<file path="src/rtl/ps2_zx_keyboard.sv">
// ps2_zx_keyboard: PS/2 set-2 receiver that maintains a ZX Spectrum 8x5 key
// matrix and answers CPU reads of port FE (row select on A[15:8]).
//
// state  | meaning
// IDLE   | line idle, waiting for a start bit (data low at a clock fall)
// DATA   | shifting in eight data bits, LSB first
// PARITY | capturing the parity bit
// STOP   | checking stop bit and odd parity, handing a good byte on
module ps2_zx_keyboard #(
    parameter int TIMEOUT_CYCLES = 25000,
    parameter int FILTER_LEN     = 4
) (
    input  logic       clk,
    input  logic       reset_n,
    input  logic       ps2_clk,
    input  logic       ps2_dat,
    input  logic [7:0] row_sel,
    output logic [4:0] kbd_data,
    output logic [7:0] scan_code,
    output logic       scan_strobe,
    output logic       parity_err
);

    localparam int TW = $clog2(TIMEOUT_CYCLES + 1);
    localparam int FW = $clog2(FILTER_LEN + 1);
    localparam logic [TW-1:0] TO_LOAD  = TW'(TIMEOUT_CYCLES - 1);
    localparam logic [FW-1:0] FLT_LAST = FW'(FILTER_LEN - 1);

    typedef enum logic [1:0] {ST_IDLE, ST_DATA, ST_PARITY, ST_STOP} state_t;

    logic          clk_meta_q, clk_sync_q, dat_meta_q, dat_sync_q;
    logic          clk_filt_q, clk_prev_q;
    logic [FW-1:0] flt_cnt_q;
    state_t        state_q;
    logic [2:0]    bit_cnt_q;
    logic [7:0]    shift_q;
    logic          parity_q;
    logic [TW-1:0] to_cnt_q;
    logic [7:0]    scan_code_q;
    logic          scan_strobe_q, parity_err_q;
    logic          ext_q, brk_q;
    logic [7:0][4:0] pressed_q;

    logic          fall_d, frame_ok_d, stop_ok_d, stop_bad_d;
    logic          key_hit_d;
    logic [2:0]    key_row_d, key_col_d;
    logic [4:0]    kbd_d;

    // Two-stage synchronizers on both raw PS/2 lines; idle level is high.
    always_ff @(posedge clk) begin
        if (!reset_n) begin
            clk_meta_q <= 1'b1;
            clk_sync_q <= 1'b1;
            dat_meta_q <= 1'b1;
            dat_sync_q <= 1'b1;
        end else begin
            clk_meta_q <= ps2_clk;
            clk_sync_q <= clk_meta_q;
            dat_meta_q <= ps2_dat;
            dat_sync_q <= dat_meta_q;
        end
    end

    // Glitch filter: the filtered clock follows only after FILTER_LEN differing samples in a row.
    always_ff @(posedge clk) begin
        if (!reset_n) begin
            clk_filt_q <= 1'b1;
            clk_prev_q <= 1'b1;
            flt_cnt_q  <= '0;
        end else begin
            clk_prev_q <= clk_filt_q;
            if (clk_sync_q == clk_filt_q) begin
                flt_cnt_q <= '0;
            end else if (flt_cnt_q == FLT_LAST) begin
                clk_filt_q <= clk_sync_q;
                flt_cnt_q  <= '0;
            end else begin
                flt_cnt_q <= flt_cnt_q + 1'b1;
            end
        end
    end

    assign fall_d     = clk_prev_q & ~clk_filt_q;
    assign frame_ok_d = dat_sync_q & (^{shift_q, parity_q});
    assign stop_ok_d  = (state_q == ST_STOP) & fall_d & frame_ok_d;
    assign stop_bad_d = (state_q == ST_STOP) & fall_d & ~frame_ok_d;

    // Frame receiver with inactivity timeout; the timer reloads on every clock fall.
    always_ff @(posedge clk) begin
        if (!reset_n) begin
            state_q       <= ST_IDLE;
            bit_cnt_q     <= '0;
            shift_q       <= '0;
            parity_q      <= 1'b0;
            to_cnt_q      <= TO_LOAD;
            scan_code_q   <= '0;
            scan_strobe_q <= 1'b0;
            parity_err_q  <= 1'b0;
        end else begin
            scan_strobe_q <= 1'b0;
            parity_err_q  <= 1'b0;
            if (fall_d) begin
                to_cnt_q <= TO_LOAD;
                case (state_q)
                    ST_IDLE: begin
                        if (!dat_sync_q) begin
                            state_q   <= ST_DATA;
                            bit_cnt_q <= '0;
                        end
                    end
                    ST_DATA: begin
                        shift_q <= {dat_sync_q, shift_q[7:1]};
                        if (bit_cnt_q == 3'd7) begin
                            state_q <= ST_PARITY;
                        end else begin
                            bit_cnt_q <= bit_cnt_q + 1'b1;
                        end
                    end
                    ST_PARITY: begin
                        parity_q <= dat_sync_q;
                        state_q  <= ST_STOP;
                    end
                    ST_STOP: begin
                        state_q <= ST_IDLE;
                        if (frame_ok_d) begin
                            scan_code_q   <= shift_q;
                            scan_strobe_q <= 1'b1;
                        end else begin
                            parity_err_q <= 1'b1;
                        end
                    end
                    default: state_q <= ST_IDLE;
                endcase
            end else if (state_q != ST_IDLE) begin
                if (to_cnt_q == '0) begin
                    state_q <= ST_IDLE;
                end else begin
                    to_cnt_q <= to_cnt_q - 1'b1;
                end
            end
        end
    end

    // Scan code to matrix position, packed as {row, column}; extended codes only know right Ctrl.
    always_comb begin
        key_hit_d = 1'b1;
        {key_row_d, key_col_d} = 6'o00;
        if (ext_q) begin
            if (shift_q == 8'h14) begin
                {key_row_d, key_col_d} = 6'o71;
            end else begin
                key_hit_d = 1'b0;
            end
        end else begin
            case (shift_q)
                8'h12, 8'h59: {key_row_d, key_col_d} = 6'o00;
                8'h1A: {key_row_d, key_col_d} = 6'o01;
                8'h22: {key_row_d, key_col_d} = 6'o02;
                8'h21: {key_row_d, key_col_d} = 6'o03;
                8'h2A: {key_row_d, key_col_d} = 6'o04;
                8'h1C: {key_row_d, key_col_d} = 6'o10;
                8'h1B: {key_row_d, key_col_d} = 6'o11;
                8'h23: {key_row_d, key_col_d} = 6'o12;
                8'h2B: {key_row_d, key_col_d} = 6'o13;
                8'h34: {key_row_d, key_col_d} = 6'o14;
                8'h15: {key_row_d, key_col_d} = 6'o20;
                8'h1D: {key_row_d, key_col_d} = 6'o21;
                8'h24: {key_row_d, key_col_d} = 6'o22;
                8'h2D: {key_row_d, key_col_d} = 6'o23;
                8'h2C: {key_row_d, key_col_d} = 6'o24;
                8'h16: {key_row_d, key_col_d} = 6'o30;
                8'h1E: {key_row_d, key_col_d} = 6'o31;
                8'h26: {key_row_d, key_col_d} = 6'o32;
                8'h25: {key_row_d, key_col_d} = 6'o33;
                8'h2E: {key_row_d, key_col_d} = 6'o34;
                8'h45: {key_row_d, key_col_d} = 6'o40;
                8'h46: {key_row_d, key_col_d} = 6'o41;
                8'h3E: {key_row_d, key_col_d} = 6'o42;
                8'h3D: {key_row_d, key_col_d} = 6'o43;
                8'h36: {key_row_d, key_col_d} = 6'o44;
                8'h4D: {key_row_d, key_col_d} = 6'o50;
                8'h44: {key_row_d, key_col_d} = 6'o51;
                8'h43: {key_row_d, key_col_d} = 6'o52;
                8'h3C: {key_row_d, key_col_d} = 6'o53;
                8'h35: {key_row_d, key_col_d} = 6'o54;
                8'h5A: {key_row_d, key_col_d} = 6'o60;
                8'h4B: {key_row_d, key_col_d} = 6'o61;
                8'h42: {key_row_d, key_col_d} = 6'o62;
                8'h3B: {key_row_d, key_col_d} = 6'o63;
                8'h33: {key_row_d, key_col_d} = 6'o64;
                8'h29: {key_row_d, key_col_d} = 6'o70;
                8'h14: {key_row_d, key_col_d} = 6'o71;
                8'h3A: {key_row_d, key_col_d} = 6'o72;
                8'h31: {key_row_d, key_col_d} = 6'o73;
                8'h32: {key_row_d, key_col_d} = 6'o74;
                default: key_hit_d = 1'b0;
            endcase
        end
    end

    // Decoder: prefix flags and matrix updates, acting in the STOP cycle of a frame.
    always_ff @(posedge clk) begin
        if (!reset_n) begin
            pressed_q <= '0;
            ext_q     <= 1'b0;
            brk_q     <= 1'b0;
        end else if (stop_ok_d) begin
            case (shift_q)
                8'hE0: ext_q <= 1'b1;
                8'hF0: brk_q <= 1'b1;
                8'hAA, 8'hFA: ;
                8'h00, 8'hFF: begin
                    pressed_q <= '0;
                    ext_q     <= 1'b0;
                    brk_q     <= 1'b0;
                end
                default: begin
                    if (key_hit_d) begin
                        pressed_q[key_row_d][key_col_d] <= ~brk_q;
                    end
                    ext_q <= 1'b0;
                    brk_q <= 1'b0;
                end
            endcase
        end else if (stop_bad_d) begin
            ext_q <= 1'b0;
            brk_q <= 1'b0;
        end
    end

    // Port FE read: a column reads low if any selected row has that key down.
    always_comb begin
        kbd_d = 5'h1F;
        for (int r = 0; r < 8; r++) begin
            if (!row_sel[r]) begin
                kbd_d = kbd_d & ~pressed_q[r];
            end
        end
    end

    assign kbd_data    = kbd_d;
    assign scan_code   = scan_code_q;
    assign scan_strobe = scan_strobe_q;
    assign parity_err  = parity_err_q;

endmodule

</file>
<file path="config.mk">
export PLATFORM = sky130hd
export DESIGN_NAME = ps2_zx_keyboard
export DESIGN_NICKNAME = d
export VERILOG_FILES = /design/src/rtl/ps2_zx_keyboard.sv
export SDC_FILE = /design/constraint.sdc
export NUM_CORES = 1
export LEC_CHECK = 0
export BUFFER_PORTS_ARGS = -buffer_cell sky130_fd_sc_hd__buf_2
export CAP_MARGIN = 20
export CORE_MARGIN = 2
export CORE_UTILIZATION = 55
export DETAILED_ROUTE_END_ITERATION = 6
export GPL_TIMING_DRIVEN = 0
export HOLD_SLACK_MARGIN = 0.02
export PLACE_DENSITY = 0.81
export SYNTH_ARGS = -nofsm -noshare
export SYNTH_HDL_FRONTEND = slang
export SYNTH_SLANG_ARGS = --single-unit
</file>
<file path="constraint.sdc">
create_clock -name clk -period 7.8 [get_ports clk]
set_input_delay 1.56 -clock clk [delete_from_list [all_inputs] [get_ports clk]]
set_output_delay 1.56 -clock clk [all_outputs]
set_load 0.02 [all_outputs]
</file>
# Word level (Yosys, flattened, before mapping)

Index checks and enable logic that the tools add are counted.

Order comparisons: 4
Bitwise operators: 27
Mux-type cells: 40
Reductions and logical operators: 41
Add/subtract/negate cells: 3
Equal/unequal tests: 58

Operator list:

| cell                                                                  | count |
|---|---|
| 8-bit by 6-bit == test with 1-bit output (second input constant)      | 23 |
| 40-bit one-hot mux with 2 select lines                                | 1 |
| 8-bit by 5-bit == test with 1-bit output (second input constant)      | 9 |
| 8-bit by 7-bit == test with 1-bit output (second input constant)      | 9 |
| 5-bit 2-to-1 mux                                                      | 9 |
| 41-bit OR reduction                                                   | 1 |
| 40-bit bitwise mux                                                    | 1 |
| 8-bit == test (second input constant)                                 | 5 |
| 40-bit 2-to-1 mux                                                     | 1 |
| 5-bit NOT                                                             | 8 |
| 5-bit AND                                                             | 7 |
| 5-bit OR reduction                                                    | 7 |
| 8-bit OR reduction                                                    | 4 |
| 3-bit one-hot mux with 7 select lines                                 | 1 |
| 5-bit demux with 3-bit select                                         | 1 |
| 15-bit zero test                                                      | 1 |
| 3-bit 2-to-1 mux                                                      | 5 |
| 15-bit by 1-bit subtractor with 15-bit output (second input constant) | 1 |
| 3-bit one-hot mux with 4 select lines                                 | 1 |
| 2-bit AND reduction                                                   | 6 |
| 2-bit nonzero test                                                    | 6 |
| 1-bit 2-to-1 mux                                                      | 10 |
| 2-bit 2-to-1 mux                                                      | 5 |
| 3-bit AND reduction                                                   | 3 |
| other kinds (24)                                                      | 48 |

Flip-flop bits (word level): 90
Output and inout bits: 15

# Longest topological paths before layout

Gate-level depths: netlist of run 1.

Depth after elaboration: 16
Mapped depth: 12
Depth with buffers taken out: 10

# Least setup slack after synthesis of run 1

OpenSTA, ideal clock, no wires.

Path type: input -> output
Start point: input port row_sel[3]
End point: output port kbd_data[0]
Arrival: 2.346 ns
Data required time: 6.240 ns
Stages: 2
Buffers on the path: 0
Path slack: 3.894 ns
Path through: o22ai_1 > nor4_1

Word-level cells in the longest chain between the ends: 9

RTL lines:

| element              | RTL line | text |
|---|---|---|
| start: declaration   | 17       | `input logic [7:0] row_sel,` |
| 5-bit 2-to-1 mux (*) | 235      | `if (!row_sel[r]) begin` |
| 5-bit AND            | 236      | `kbd_d = kbd_d & ~pressed_q[r];` |
| 5-bit 2-to-1 mux (*) | 235      |  |
| 5-bit AND            | 236      |  |
| 5-bit 2-to-1 mux (*) | 235      |  |
| 5-bit AND            | 236      |  |
| 5-bit 2-to-1 mux (*) | 235      |  |
| 5-bit AND            | 236      |  |
| 5-bit 2-to-1 mux (*) | 235      |  |
| end: declaration     | 18       | `output logic [4:0] kbd_data,` |

Every way passes the cells marked *; elsewhere a longest branch is shown, timed or not.

# Worst setup path after layout of run 1

Start point: input port row_sel[1]
End point: output port kbd_data[2]

Word-level cells in the longest chain between the ends: 13

RTL lines:

| element              | RTL line |
|---|---|
| 5-bit 2-to-1 mux (*) | 235 |
| 5-bit AND            | 236 |
| 5-bit 2-to-1 mux (*) | 235 |
| 5-bit AND            | 236 |
| 5-bit 2-to-1 mux (*) | 235 |
| 5-bit AND            | 236 |
| 5-bit 2-to-1 mux (*) | 235 |
| 5-bit AND            | 236 |
| 5-bit 2-to-1 mux (*) | 235 |
| 5-bit AND            | 236 |
| 5-bit 2-to-1 mux (*) | 235 |
| 5-bit AND            | 236 |
| 5-bit 2-to-1 mux (*) | 235 |

Marks and branches as above.

==> flow_summary.json, run 1 <==
{
  "max_freq_mhz": 253.0,
  "hold_buffers": 0,
  "yosysWarnings": 0,
  "synth.avg_cell_area_sq_um": 7.816,
  "p_comb_share_pct": 2.3,
  "grt_max_degree": 17,
  "pre_cts_slack_ns": 3.873,
  "fin_tns_setup_ns": 0,
  "ys_seq_area_share_pct": 34.10,
  "power.total_mw": 0.8122,
  "clock_sinks": 90,
  "register_area_sq_mm": 0.001802,
  "finalCritPeriodShare_pct": 50.68,
  "dp_cells": 831,
  "seqPwrFrac_pct": 56.8,
  "fin_ws_ns": 3.847,
  "fin_crit_ns": 3.953,
  "cts.htree.levels": 3,
  "die_area_sq_mm": 0.01041,
  "clk_pin_slew_ns": 0.09,
  "synth_flop_cell": "dfxtp_1",
  "routabilityCongestion": 1.026,
  "finalSetupViolations": 0,
  "synth_cell_types": 76,
  "drc_errors": 0,
  "swShare_pct": 23.93,
  "clockRootBuffer": "clkbuf_8",
  "drv_slew": 0,
  "clock_latency_ns": 0.37,
  "wl_per_cell_um": 17.51,
  "fillers": 885,
  "start_util_pct": 56.91,
  "worst_ep_arrival_time_ns": 2.39,
  "dpl.hpwl_um": 11020,
  "grt_overflow": 0,
  "met1_length_um": 6425,
  "dr_wl_met3_um": 811,
  "worst_ir_drop_vdd_mv": 0.1135,
  "nets": 734,
  "dr.pass1.iters": 5,
  "drive_gt1_share_pct": 12.67,
  "power_frac_clock_pct": 41.0,
  "vias": 5206,
  "multi_input_area_sq_mm": 0.003018,
  "highest_layer": "met4",
  "cts_tree": "yes",
  "syn_nets": 697,
  "synth_area_leader_cell": "dfxtp_1",
  "wl_met2_um": 7108,
  "viasPerCell": 6.146,
  "end_kind": "output pin",
  "synth_commonest_cells": "90 x dfxtp_1, 62 x o21ai_0, 59 x a21oi_1",
  "powerDensity_mw_per_mm2": 140.7,
  "yosys.area.top_type_share_pct": 34.10,
  "areaGrowthSynthToFinish_pct": 9.283,
  "synth-seq-cells": 90,
  "async_reset_ff_share_pct": 0,
  "io_buffers": 26,
  "grt_pass1_vias": 5002,
  "synth.area.top_cells": "dfxtp_1 34%, o21ai_0 5.9%, a21oi_1 5.6%, nand2_1 3.9%, inv_1 3.6%",
  "finalNonFillerCells": 847,
  "route.antenna.remaining_nets": 0,
  "dieWidth_um": 102.0,
  "worstMarginPinSlew_ns": 1.022,
  "synth_edf_count": 0,
  "outcome": "completed",
  "crit_type": "in -> out",
  "p_sw_mw": 0.1944,
  "synth_area_sq_mm": 0.005284,
  "globalRouteTotalUtil_pct": 29.67,
  "required_ns": 6.24,
  "diodes": 0,
  "crit_fanout": 5,
  "postSynthCellCount": 676,
  "chipHeight_um": 102.0,
  "cts_made_buffers": 9,
  "maxCapViolations": 0,
  "clk_path_buf_depth": 2,
  "io_pins": 27,
  "core-area_sq_mm": 0.009284,
  "drtIter0Drc": 357,
  "post_cts_buffers": 0,
  "clock-skew-final_ns": 0.01575,
  "grt_pass1_wl_um": 24420,
  "hold_path_class": "reg -> reg",
  "post-route-util_pct": 62.20,
  "synth_most_common_cell": "dfxtp_1",
  "grt_antenna_before_repair": 0,
  "cp-start-kind": "input pin",
  "cts_resized": 0,
  "slew_headroom_pct": 31.42,
  "wirelength_um": 14830,
  "rows": 35,
  "internal_power_mw": 0.6178,
  "hold_viol_final": 0,
  "leakage_nw": 2.067,
  "rsz0062_at_grt": "no"
}
layout make-up:
type	instances	share of cell area [%]
clock inverter	6	1.235
tap	129	2.795
timing repair buffer	26	2.254
buffer	43	4.724
multi-input combinational	492	52.26
inverter	51	3.315
sequential	90	31.20
clock buffer	10	2.210
stage by stage:
| step | instance area [sq um] | hold slack, ns |
|---|---|---|
| floorplan | 5284 | 0.3863 |
| global placement | 5575 | 0.3936 |
| detailed placement | 5575 | 0.4027 |
| CTS | 5774 | 0.4248 |
| global route | 5774 | 0.4450 |
| finish | 5774 | 0.4205 |
layer usage:
metal / up-vias / global-route usage [%]
met2: 199 / 49.70
met1: 2482 / 37.86
li1: 2486 / -
met4: 0 / 13.95
met5: - / 0
met3: 39 / 4.172
critical path, stage by stage:
cell and delay, ns:
buf_2 0.15, o22ai_1 0.12, nor4_1 0.32, buf_2 0.23
power by group through the flow:
stage                     combinational, mW  sequential, mW  clock (mW)
final                                0.0183           0.461       0.333
after global routing                 0.0201           0.461       0.355
after CTS                            0.0182           0.461       0.335
after detailed placement             0.0181           0.472           0
after global placement               0.0179           0.472           0
after floorplan                     0.00900           0.471           0
logic make-up after synthesis:
family                     share of synthesized area [%]
xor gates and xnor gates                           3.884
buffers and inverters                              8.785
muxes                                              2.036
adders and majority gates                          2.131
and+or+nand+nor                                    23.68
AOI/OAI and AO/OA                                  25.39
DFF                                                34.10
final timing paths:
check / from / slack [ns] / to / depth (start not counted)
worst min-delay path: clk_meta_q / 0.42 / clk_sync_q / 1
worst max register to register: shift_q[6] / 4.24 / pressed_q[15] / 9
worst max-delay path: row_sel[1] / 3.85 / kbd_data[2] / 4
worst min register to register: clk_meta_q / 0.42 / clk_sync_q / 1
registers in the layout, indices dropped and copies added, names as in the netlist, 2 cells and up:
register / cells
scan_code: 8
flt_cnt_q: 3
bit_cnt_q: 3
pressed_q: 40
to_cnt_q: 15
shift_q: 8
state_q: 2
layout by cell type, fill, tap and decap left out, types with 9 or more instances in the layout:
cell type / Yosys / final
inv_1: 51 / 51
xnor2_1: 12 / 12
nand2_1: 55 / 55
o31ai_1: 11 / 11
clkbuf_8: 0 / 9
o21ai_0: 62 / 62
dfxtp_1: 90 / 90
buf_2: 8 / 34
buf_6: 9 / 9
a21oi_1: 59 / 59
nor2_1: 47 / 47
clkbuf_1: 15 / 16
ha_1: 9 / 9
nand3_1: 25 / 25
nor3_1: 14 / 14
o22ai_1: 25 / 25
o21ai_1: 18 / 18
nand2b_1: 15 / 15
Power figures use the tool's default switching activity.
==> run 2: changes to the inputs <==
PLACE_DENSITY = 0.84   (was 0.81)
clock period = 3.57 ns   (was 7.8 ns; I/O delays follow)
==> run 2 against run 1 <==
  * First-iteration DRC count rose by 5.9%
  * Non-clock buffer count stayed put
  * Cell count unchanged
  * Hold slack better by 0.010 ns
  * Highest routed layer unchanged
==> flow_summary.json, run 2 (synthesis gave the netlist of run 1 again) <==
{
  "nets": 734,
  "cts.htree.levels": 3,
  "internal_power_mw": 1.291,
  "clockRootBuffer": "clkbuf_8",
  "drc_errors": 0,
  "dieWidth_um": 102.0,
  "largest_reg_flops": 40,
  "grt_pass1_vias": 4824,
  "design_area_sq_mm": 0.005772,
  "crit_type": "reg -> reg",
  "grt_pass1_wl_um": 23530,
  "layout_commonest_cell": "dfxtp_1",
  "grt_overflow": 0,
  "grt_antenna_before_repair": 0,
  "clock-skew-final_ns": 0.01328,
  "powerDensity_mw_per_mm2": 301.1,
  "areaGrowthSynthToFinish_pct": 9.235,
  "cp_cell_sequence": "buf_2, buf_2, nand2_1, o32a_1, o31ai_1, or4_1, a21boi_0, a21oi_1, o21ai_0, o21ai_0",
  "crit_path_top_delay_cell": "o31ai_1",
  "power.total_mw": 1.738,
  "required_ns": 3.80,
  "placed_cell_area_sq_mm": 0.005575,
  "slew_headroom_pct": 33.16,
  "hold_buffers": 0,
  "route.antenna.remaining_nets": 0,
  "die_area_sq_mm": 0.01041,
  "drtIter0Drc": 378,
  "drv_slew": 0,
  "p_sw_mw": 0.4471,
  "io_pins": 27,
  "largestRegisters": "pressed_q (40), to_cnt_q (15)",
  "layout_common_cells": "90 x dfxtp_1, 62 x o21ai_0, 59 x a21oi_1",
  "fin_ws_ns": 0.3321,
  "finalSetupViolations": 0,
  "drive_gt1_share_pct": 12.95,
  "fin_crit_ns": 3.238,
  "io_buffers": 26,
  "max_freq_mhz": 308.8,
  "clk_path_buf_depth": 2,
  "diodes": 0,
  "grt_max_degree": 19,
  "chipHeight_um": 102.0,
  "routabilityCongestion": 0.9857,
  "cp-start-kind": "flip-flop",
  "worstMarginPinSlew_ns": 0.9886,
  "worst_ir_drop_vdd_mv": 0.2612,
  "crit_fanout": 10,
  "core-area_sq_mm": 0.009284,
  "seqPwrFrac_pct": 58.0,
  "swShare_pct": 25.72,
  "hold_viol_final": 0,
  "pre_cts_slack_ns": 0.2695,
  "slowest_delay_ns": 0.65,
  "clock_latency_ns": 0.37,
  "dpl.hpwl_um": 10800,
  "clk_pin_slew_ns": 0.10,
  "power_frac_clock_pct": 39.8,
  "finalCritPeriodShare_pct": 90.70,
  "rsz0062_at_grt": "no",
  "globalRouteTotalUtil_pct": 28.56,
  "end_kind": "flip-flop",
  "cts_tree": "yes",
  "fin_tns_setup_ns": 0,
  "rows": 35,
  "p_comb_share_pct": 2.3,
  "viasPerCell": 6.038,
  "clock_sinks": 90,
  "worst_ep_arrival_time_ns": 3.47,
  "start_util_pct": 56.91,
  "post-route-util_pct": 62.17,
  "maxCapViolations": 0,
  "dr.pass1.iters": 7,
  "leakage_nw": 2.071,
  "outcome": "completed",
  "wl_per_cell_um": 17.26,
  "cts_made_buffers": 9,
  "hold_path_class": "reg -> reg",
  "top_register": "pressed_q",
  "wirelength_um": 14620,
  "vias": 5114
}
==> run 2: layout make-up <==
cell class | count | area (sq um)
timing repair buffer | 26 | 130.1
clock inverter | 7 | 67.56
sequential | 90 | 1802
buffer | 43 | 272.8
fill | 834 | 3512
tap | 129 | 161.4
multi-input combinational | 492 | 3023
clock buffer | 9 | 123.9
inverter | 51 | 191.4
==> run 2: final timing paths <==
check	endpoint	startpoint	slack (ns)	depth (start not counted)
worst max register to register	pressed_q[35]	shift_q[6]	0.33	10
worst min register to register	flt_cnt_q[0]	flt_cnt_q[0]	0.43	1
worst min-delay path	flt_cnt_q[0]	flt_cnt_q[0]	0.43	1
worst max-delay path	pressed_q[35]	shift_q[6]	0.33	10
==> run 2: stage by stage <==
step                hold WS, ns  std cells
floorplan                0.3863        676
global placement         0.3933        831
detailed placement       0.3944        831
CTS                      0.4296        847
global route             0.4633        847
finish                   0.4307        847
==> run 2: repair_timing <==
item	4_1_cts	5_1_grt
endpoints found under the setup margin	0	1
resized for setup	0	1
buffers inserted	0	0
==> run 2: per-layer routing <==
metal | up-vias | track usage (%) | share of wire, % | wire [um]
met2 | 211 | 49.09 | 48 | 7006
li1 | 2489 | - | - | -
met1 | 2387 | 36.52 | 44 | 6405
met5 | - | 0 | 0 | 0
met3 | 27 | 4.993 | 6.5 | 946
met4 | 0 | 9.128 | 1.8 | 263
==> run 2: power by group through the flow <==
stage                     Clock (mW)  Sequential, mW  Combinational [mW]
after floorplan                    0            1.03              0.0197
after global placement             0            1.03              0.0382
after detailed placement           0            1.03              0.0390
after CTS                      0.700            1.01              0.0390
after global routing           0.744            1.01              0.0430
final                          0.691            1.01              0.0394
==> run 2: worst max-delay path: cells and delay by family (launching register included) <==
kind	cells	cell delay (ns)
buffers and inverters	2	0.51
AO/OA/AOI/OAI	6	1.78
flip-flops	1	0.44
AND/OR/NAND/NOR	2	0.39
